**src/rtl/ldl_p2ram_pipe_v2.sv**
```systemverilog
// Simple dual-port RAM with one write port and one read port on a single clock.
// It supports byte-enable writes, a read latency of 1..4 cycles, a selectable
// same-address collision policy, and a hardware clear of the array after reset.
module ldl_p2ram_pipe_v2 #(
  parameter int unsigned    DW    = 32,
  parameter int unsigned    BW    = 8,
  parameter int unsigned    NB    = DW / BW,
  parameter int unsigned    DEPTH = 16,
  parameter int unsigned    AW    = $clog2(DEPTH),
  parameter int unsigned    RL    = 1,
  parameter int unsigned    WMODE = 0,
  parameter bit             CLR   = 1'b1,
  parameter logic [DW-1:0]  INIT  = '0
) (
  input  logic          clk,
  input  logic          rst,
  input  logic          we,
  input  logic [AW-1:0] wa,
  input  logic [NB-1:0] wbe,
  input  logic [DW-1:0] din,
  input  logic          re,
  input  logic [AW-1:0] ra,
  output logic [DW-1:0] dout,
  output logic          rv,
  output logic          coll,
  output logic          aerr,
  output logic          busy
);

  if ((DW % BW) != 0) begin : g_chk_dw
    $error("ldl_p2ram_pipe_v2: DW must be a multiple of BW");
  end
  if (RL < 1 || RL > 4) begin : g_chk_rl
    $error("ldl_p2ram_pipe_v2: RL must be in 1..4");
  end
  if (WMODE > 2) begin : g_chk_wmode
    $error("ldl_p2ram_pipe_v2: WMODE must be 0, 1 or 2");
  end

  localparam logic [AW:0]   DEPTH_W   = (AW+1)'(DEPTH);
  localparam logic [AW-1:0] LAST      = AW'(DEPTH - 1);
  localparam bit            BYPASS    = (WMODE == 1);
  localparam bit            FLAG_COLL = (WMODE == 2);

  typedef enum logic {S_IDLE, S_CLEAR} state_t;

  state_t        state, state_nxt;
  logic [AW-1:0] ptr, ptr_nxt;

  logic [DW-1:0] mem [DEPTH];

  logic          wa_in, ra_in, wr_ok, rd_ok, hit;
  logic [DW-1:0] rd_word;

  logic [DW-1:0] pd [RL];
  logic [RL-1:0] pv, pc, pa;

  assign busy  = (state == S_CLEAR);
  assign wa_in = ({1'b0, wa} < DEPTH_W);
  assign ra_in = ({1'b0, ra} < DEPTH_W);
  assign wr_ok = !busy && we && wa_in && (|wbe);
  assign rd_ok = !busy && re;
  assign hit   = wr_ok && rd_ok && ra_in && (wa == ra);

  // Clear FSM state register; reset always restarts the sweep from word 0.
  always_ff @(posedge clk) begin
    if (rst) begin
      state <= CLR ? S_CLEAR : S_IDLE;
      ptr   <= '0;
    end else begin
      state <= state_nxt;
      ptr   <= ptr_nxt;
    end
  end

  // Clear FSM next state: walk the pointer across the array, then leave to IDLE.
  always_comb begin
    state_nxt = state;
    ptr_nxt   = ptr;
    case (state)
      S_CLEAR: begin
        ptr_nxt = ptr + 1'b1;
        if (ptr == LAST) begin
          state_nxt = S_IDLE;
          ptr_nxt   = '0;
        end
      end
      default: ;
    endcase
  end

  // Array write port: the clear sweep takes priority, otherwise a byte-masked write.
  always_ff @(posedge clk) begin
    if (!rst) begin
      if (busy) begin
        mem[ptr] <= INIT;
      end else if (wr_ok) begin
        for (int unsigned i = 0; i < NB; i++) begin
          if (wbe[i]) mem[wa][i*BW +: BW] <= din[i*BW +: BW];
        end
      end
    end
  end

  // Read word at the issue cycle. Write-first mode merges enabled lanes of din.
  always_comb begin
    rd_word = '0;
    if (ra_in) begin
      rd_word = mem[ra];
      if (BYPASS && hit) begin
        for (int unsigned i = 0; i < NB; i++) begin
          if (wbe[i]) rd_word[i*BW +: BW] = din[i*BW +: BW];
        end
      end
    end
  end

  // Read pipeline: stage 0 captures the array read, later stages shift forward.
  // Data stages load only on a valid entry so dout holds between reads.
  always_ff @(posedge clk) begin
    if (rst) begin
      pv <= '0;
      pc <= '0;
      pa <= '0;
      for (int unsigned i = 0; i < RL; i++) pd[i] <= '0;
    end else begin
      pv[0] <= rd_ok;
      pc[0] <= FLAG_COLL && hit;
      pa[0] <= rd_ok && !ra_in;
      if (rd_ok) pd[0] <= rd_word;
      for (int unsigned i = 1; i < RL; i++) begin
        pv[i] <= pv[i-1];
        pc[i] <= pc[i-1];
        pa[i] <= pa[i-1];
        if (pv[i-1]) pd[i] <= pd[i-1];
      end
    end
  end

  assign dout = pd[RL-1];
  assign rv   = pv[RL-1];
  assign coll = pc[RL-1];
  assign aerr = pa[RL-1];

`ifndef SYNTHESIS
  // Simulation notices for flagged collisions and out-of-range addresses.
  always_ff @(posedge clk) begin
    if (!rst) begin
      if (FLAG_COLL && hit)
        $display("ldl_p2ram_pipe_v2: read/write collision at address %0d", ra);
      if (!busy && we && !wa_in)
        $display("ldl_p2ram_pipe_v2: write address %0d out of range, dropped", wa);
      if (rd_ok && !ra_in)
        $display("ldl_p2ram_pipe_v2: read address %0d out of range", ra);
    end
  end
`endif

endmodule

```
**config.mk**
```make
export PLATFORM = sky130hd
export DESIGN_NAME = ldl_p2ram_pipe_v2
export DESIGN_NICKNAME = d
export VERILOG_FILES = /design/src/rtl/ldl_p2ram_pipe_v2.sv
export SDC_FILE = /design/constraint.sdc
export NUM_CORES = 1
export LEC_CHECK = 0
export CORE_ASPECT_RATIO = 0.9
export CORE_UTILIZATION = 30
export DETAILED_ROUTE_END_ITERATION = 8
export GPL_ROUTABILITY_DRIVEN = 0
export PLACE_DENSITY = 0.55
export SKIP_CTS_REPAIR_TIMING = 1
export SYNTH_ARGS = -nofsm -noshare
export SYNTH_HDL_FRONTEND = slang
export SYNTH_SLANG_ARGS = --single-unit
```
**constraint.sdc**
```tcl
create_clock -name clk -period 7.1 [get_ports clk]
set_input_delay 1.065 -clock clk [delete_from_list [all_inputs] [get_ports clk]]
set_output_delay 1.065 -clock clk [all_outputs]
set_load 0.01 [all_outputs]
```
# [Word level (Yosys, flattened, before mapping)]
# Memories as Yosys holds them, arrays and structs flattened.
# Index checks and enable logic that the tools add are counted.
[op_classes] addsub=1 eq_ne=1 n_mux=36 n_reduce_logical=7
[op_table] op="2-to-1 mux 32 bit" count=2
[op_table] op="OR reduction 32 bit" count=2
[op_table] op="2-to-1 mux 1 bit" count=31
[op_table] op="2-to-1 mux 4 bit" count=3
[op_table] op="adder 4 x 1 -> 4 bit (second input constant)" count=1
[op_table] op="equality test 4 bit (second input constant)" count=1
[op_table] op="OR reduction 4 bit" count=1
[op_table] op="logical AND 1 bit" count=3
[op_table] op="zero test 1 bit" count=1
[word_totals] ff_bits=6 mem_bits_rw=544 output_inout_bits=36 word_cells=50 mem_count=2
[memory_table] name="mem" depth=16 width=32 read_ports=1 rd_clocked_by_memory_dff=0 wr=1 line_no="50" text="logic [DW-1:0] mem [DEPTH];"
[memory_table] name="pd" depth=1 width=32 read_ports=1 rd_clocked_by_memory_dff=0 wr=1 line_no="55" text="logic [DW-1:0] pd [RL];"

# [Logic depth before layout (Yosys ltp)]
[depth] ltp_word=9 depth_mapped=7

# [Least setup slack after synthesis]
# OpenSTA, ideal clock, no wires.
[synth_path] path_type="input to register" startpoint="input rst" endpoint="memory mem[10][0], enable pin" arrival_ns=2.598 t_required_ns=6.716 setup_slack_ns=4.118 cell_stages=6 n_path_buf=3 cell_sequence="buf_2 nor3b_1 buf_2 nand2_1 clkbuf_1 o21ai_0"
[synth_via] elab_chain_len=4 elab_cells_between_ends=13 classes_between="mux: 12; reduce/logical: 1"
[synth_rtl] element="start: declaration" line_no="16" text="input logic rst,"
[synth_rtl] element="2-to-1 mux 1 bit" line_no="94" text="if (!rst) begin"
[synth_rtl] element="2-to-1 mux 1 bit (not written as such)" line_no="99" text="if (wbe[i]) mem[wa][i*BW +: BW] <= din[i*BW +: BW];"
[synth_rtl] element="OR reduction 32 bit (no line)"
[synth_rtl] element="2-to-1 mux 4 bit (no line)"
[synth_rtl] element="end: declaration" line_no="50"
# Parallel ways exist; a longest one is shown, timed or not.

# [Worst setup path in the final report]
[layout_path] startpoint="input rst" endpoint="memory pd[0][23], data pin"
[layout_via] elab_chain_len=4
[layout_rtl] element="2-to-1 mux 1 bit" line_no="121" text="if (rst) begin"
[layout_rtl] element="2-to-1 mux 1 bit (not written as such)" line_no="130" text="if (rd_ok) pd[0] <= rd_word;"
[layout_rtl] element="OR reduction 32 bit (no line)"
[layout_rtl] element="2-to-1 mux 32 bit (no line)"
[layout_rtl] element="end: declaration" line_no="55"
# No other way between the ends.

==> impl_metrics.tcl <==
set metrics [dict create \
    dp_worst_setup_slack_ps 2940 \
    ys_async_sr_fraction_pct 0 \
    finalNonFillerCells 2158 \
    stdcell_area_um2 25100 \
    worstReg2RegEnd "pd[0][23]$_SDFFCE_PN0P_" \
    synth_flop_cell "edfxtp_1" \
    worstMarginPinSlew_ps 1110 \
    grt_overflow 0 \
    worstPathCellList "clkdlybuf4s50_1, nor4bb_1, and2_1, buf_4, a22oi_1, nand2_1" \
    r2r_cells 5 \
    first_pass_iters 7 \
    postSynthAreaPerCell_um2 20.7 \
    via_per_inst 4.93 \
    yosys.cell_count.top_type "edfxtp_1" \
    hold_depth 2 \
    clk_latency_ps 600 \
    clock_skew_ps 11.5 \
    peakVddDrop_v 0.000125 \
    hp-start "ptr[1]$_SDFFE_PP0P_" \
    cts_tree "yes" \
    p_per_area_nw_per_um2 256 \
    synth.distinct_cells 40 \
    die_width_um 283 \
    vias 10639 \
    hold_end "ptr[1]$_SDFFE_PP0P_" \
    grt_pass1_wl_mm 75.0 \
    place_inst 2056 \
    drc 0 \
    period_share_pct 51.2 \
    cts_max_level 2 \
    die_y_um 255 \
    tns_ps 0 \
    rsz0062_at_grt "no" \
    maxCapViolations 0 \
    ys_seq_area_share_pct 77.3 \
    clockBufferDepth 3 \
    period_minus_slack_ps 3630 \
    start_util_pct 30.4 \
    cts.clk_slew.worst_paths_ps 60 \
    crit_type "primary input to register" \
    slew_violations 0 \
    status "completed" \
    relSlewSlack_pct 26.1 \
    drt-initial-drc-count 1183 \
    crit_arrival_ps 4090 \
    required_ps 7560 \
    grt_pass1_vias 10887 \
    cts_made_buffers 54 \
    max_stage_delay_ps 910 \
    crit_fanout 17 \
    dieArea_um2 72000 \
    netlist_area_um2 21300 \
    port_buffers 81 \
    synth_top_area_cell "edfxtp_1" \
    area_delta_synth_final_pct 18.0 \
    rows 92 \
    yosysTopAreaCellShare_pct 76.7 \
    nets 1221 \
    final.fill_count 6456 \
    grtUsageTotal_pct 14.5 \
    cts-root-buf "clkbuf_16" \
    synth_cells 1027 \
    ys_ff_latch 550 \
    regToRegSetupSlack_ps 4070 \
    start_kind "primary input" \
    place.detailed.hpwl_mm 32.0 \
    setup_slack_ps 3470 \
    grt_max_degree 131 \
    worstSetupEndpointType "register" \
    power.leakage_nw 8.87 \
    wirelength_mm 51.2 \
    drive_gt1_share_pct 22.7 \
    synth_area_leaders "edfxtp_1 (77%), mux4_2 (13%), a22oi_1 (2.2%), o21ai_0 (1.5%), nand2_1 (1.2%)" \
    power_mw 6.43 \
    postRouteAntennaNets 0 \
    yosys_warnings 0 \
    pin_count 84 \
    detail_route.wl_per_cell_um 23.7 \
    antenna_found_initial 4 \
    synth_edf_count 544 \
    cp_slowest_cell "and2_1" \
    finalSetupViolCount 0 \
    placed_cell_area_um2 23500 \
    hold_class "register to register" \
    numClockSinks 550 \
    hold_viol 0 \
    r2r-start "busy$_SDFF_PP1_" \
    yosys-top-cells-count "edfxtp_1 (544), mux4_2 (126), nand2_1 (67)" \
    fmax_mhz 275 \
    core_area_um2 70100 \
]
[layout by cell type (no fill, tap or decap), drive strengths merged]
| cell | synthesis | layout |
|---|---|---|
| a2111oi | 1 | 1 |
| a21oi | 5 | 5 |
| a22oi | 63 | 63 |
| and2 | 3 | 3 |
| and3 | 32 | 32 |
| buf | 32 | 70 |
| clkbuf | 30 | 72 |
| clkdlybuf4s50 | 0 | 79 |
| clkinv | 0 | 29 |
| clkinvlp | 0 | 1 |
| conb | 1 | 2 |
| dfxtp | 6 | 6 |
| diode | 0 | 1 |
| edfxtp | 544 | 544 |
| ha | 1 | 1 |
| inv | 2 | 2 |
| mux2 | 1 | 1 |
| mux2i | 4 | 4 |
| mux4 | 126 | 126 |
| nand2 | 67 | 67 |
| nand2b | 3 | 3 |
| nand3 | 7 | 7 |
| nand3b | 2 | 2 |
| nand4 | 1 | 1 |
| nand4b | 2 | 2 |
| nor2 | 11 | 11 |
| nor2b | 7 | 7 |
| nor3 | 1 | 1 |
| nor3b | 4 | 4 |
| nor4 | 1 | 1 |
| nor4b | 1 | 1 |
| nor4bb | 1 | 1 |
| o211ai | 1 | 1 |
| o21ai | 64 | 64 |
| o311ai | 1 | 1 |
| or4 | 1 | 1 |
| xor2 | 1 | 1 |
[power by group]
part | leakage, nW | switching (mW) | internal, mW
Sequential | 5.83 | 0.0144 | 3.56
Combinational | 2.26 | 0.131 | 0.110
Clock | 0.788 | 1.16 | 1.46
Total | 8.87 | 1.31 | 5.13
[through the flow]
step,util (%),hold slack (ps)
finish,35.8,592
global route,35.8,612
CTS,35.8,573
detailed placement,33.5,564
global placement,33.5,547
floorplan,-,486
[registers in the layout, summed over array words and instances, names as in the netlist]
register / count
ptr: 4
pd: 32
rv: 1
busy: 1
mem: 512
[critical path, delay by kind of cell]
family	cells	cell delay, ps
AND/OR/NAND/NOR	3	1890
buffers and inverters	2	1010
AO/OA/AOI/OAI	1	120
[logic make-up (layout without fill, tap and decap cells)]
logic type | after synthesis | in the layout | synth area share, %
fa+ha+maj | 1 | 1 | 0.0588
mux | 131 | 131 | 13.6
compound gates | 135 | 135 | 4.07
buf+inv | 64 | 253 | 1.53
simple gates | 144 | 144 | 3.42
xor+xnor | 1 | 1 | 0.0411
other cells | 1 | 3 | 0.0176
flops | 550 | 550 | 77.3
[cell type report]
cell class	instances	area [µm²]	area share (%)
multi-input cells	414	4530	18.0
diodes	1	2.50	0.00996
repair buffers	150	1340	5.34
clock inverters	30	129	0.513
flip-flops and latches	550	16500	65.5
inverters	2	7.51	0.0299
well taps	940	1180	4.68
clock buffers	71	1480	5.89
[how the worst max path moves through the flow]
stage / startpoint / to / slack, ps / cells after the start
finish: rst / pd[0][23]$_SDFFCE_PN0P_ / 3470 / 6
global route: rst / pd[0][20]$_SDFFCE_PN0P_ / 3200 / 6
CTS: rst / pd[0][21]$_SDFFCE_PN0P_ / 3570 / 6
detailed placement: rst / pd[0][21]$_SDFFCE_PN0P_ / 2940 / 6
global placement: wbe[1] / mem[14][5]$_DFFE_PP_ / 2960 / 5
floorplan: rst / mem[10][0]$_DFFE_PP_ / 4120 / 6
[routing by layer]
metal / GRT usage [%] / share of wire (%)
met1: 21.1 / 46
met2: 21.3 / 45
met3: 3.74 / 7.5
met4: 3.89 / 1.9
met5: 0 / 0.074
No activity file was read; power rests on OpenSTA's default activity.
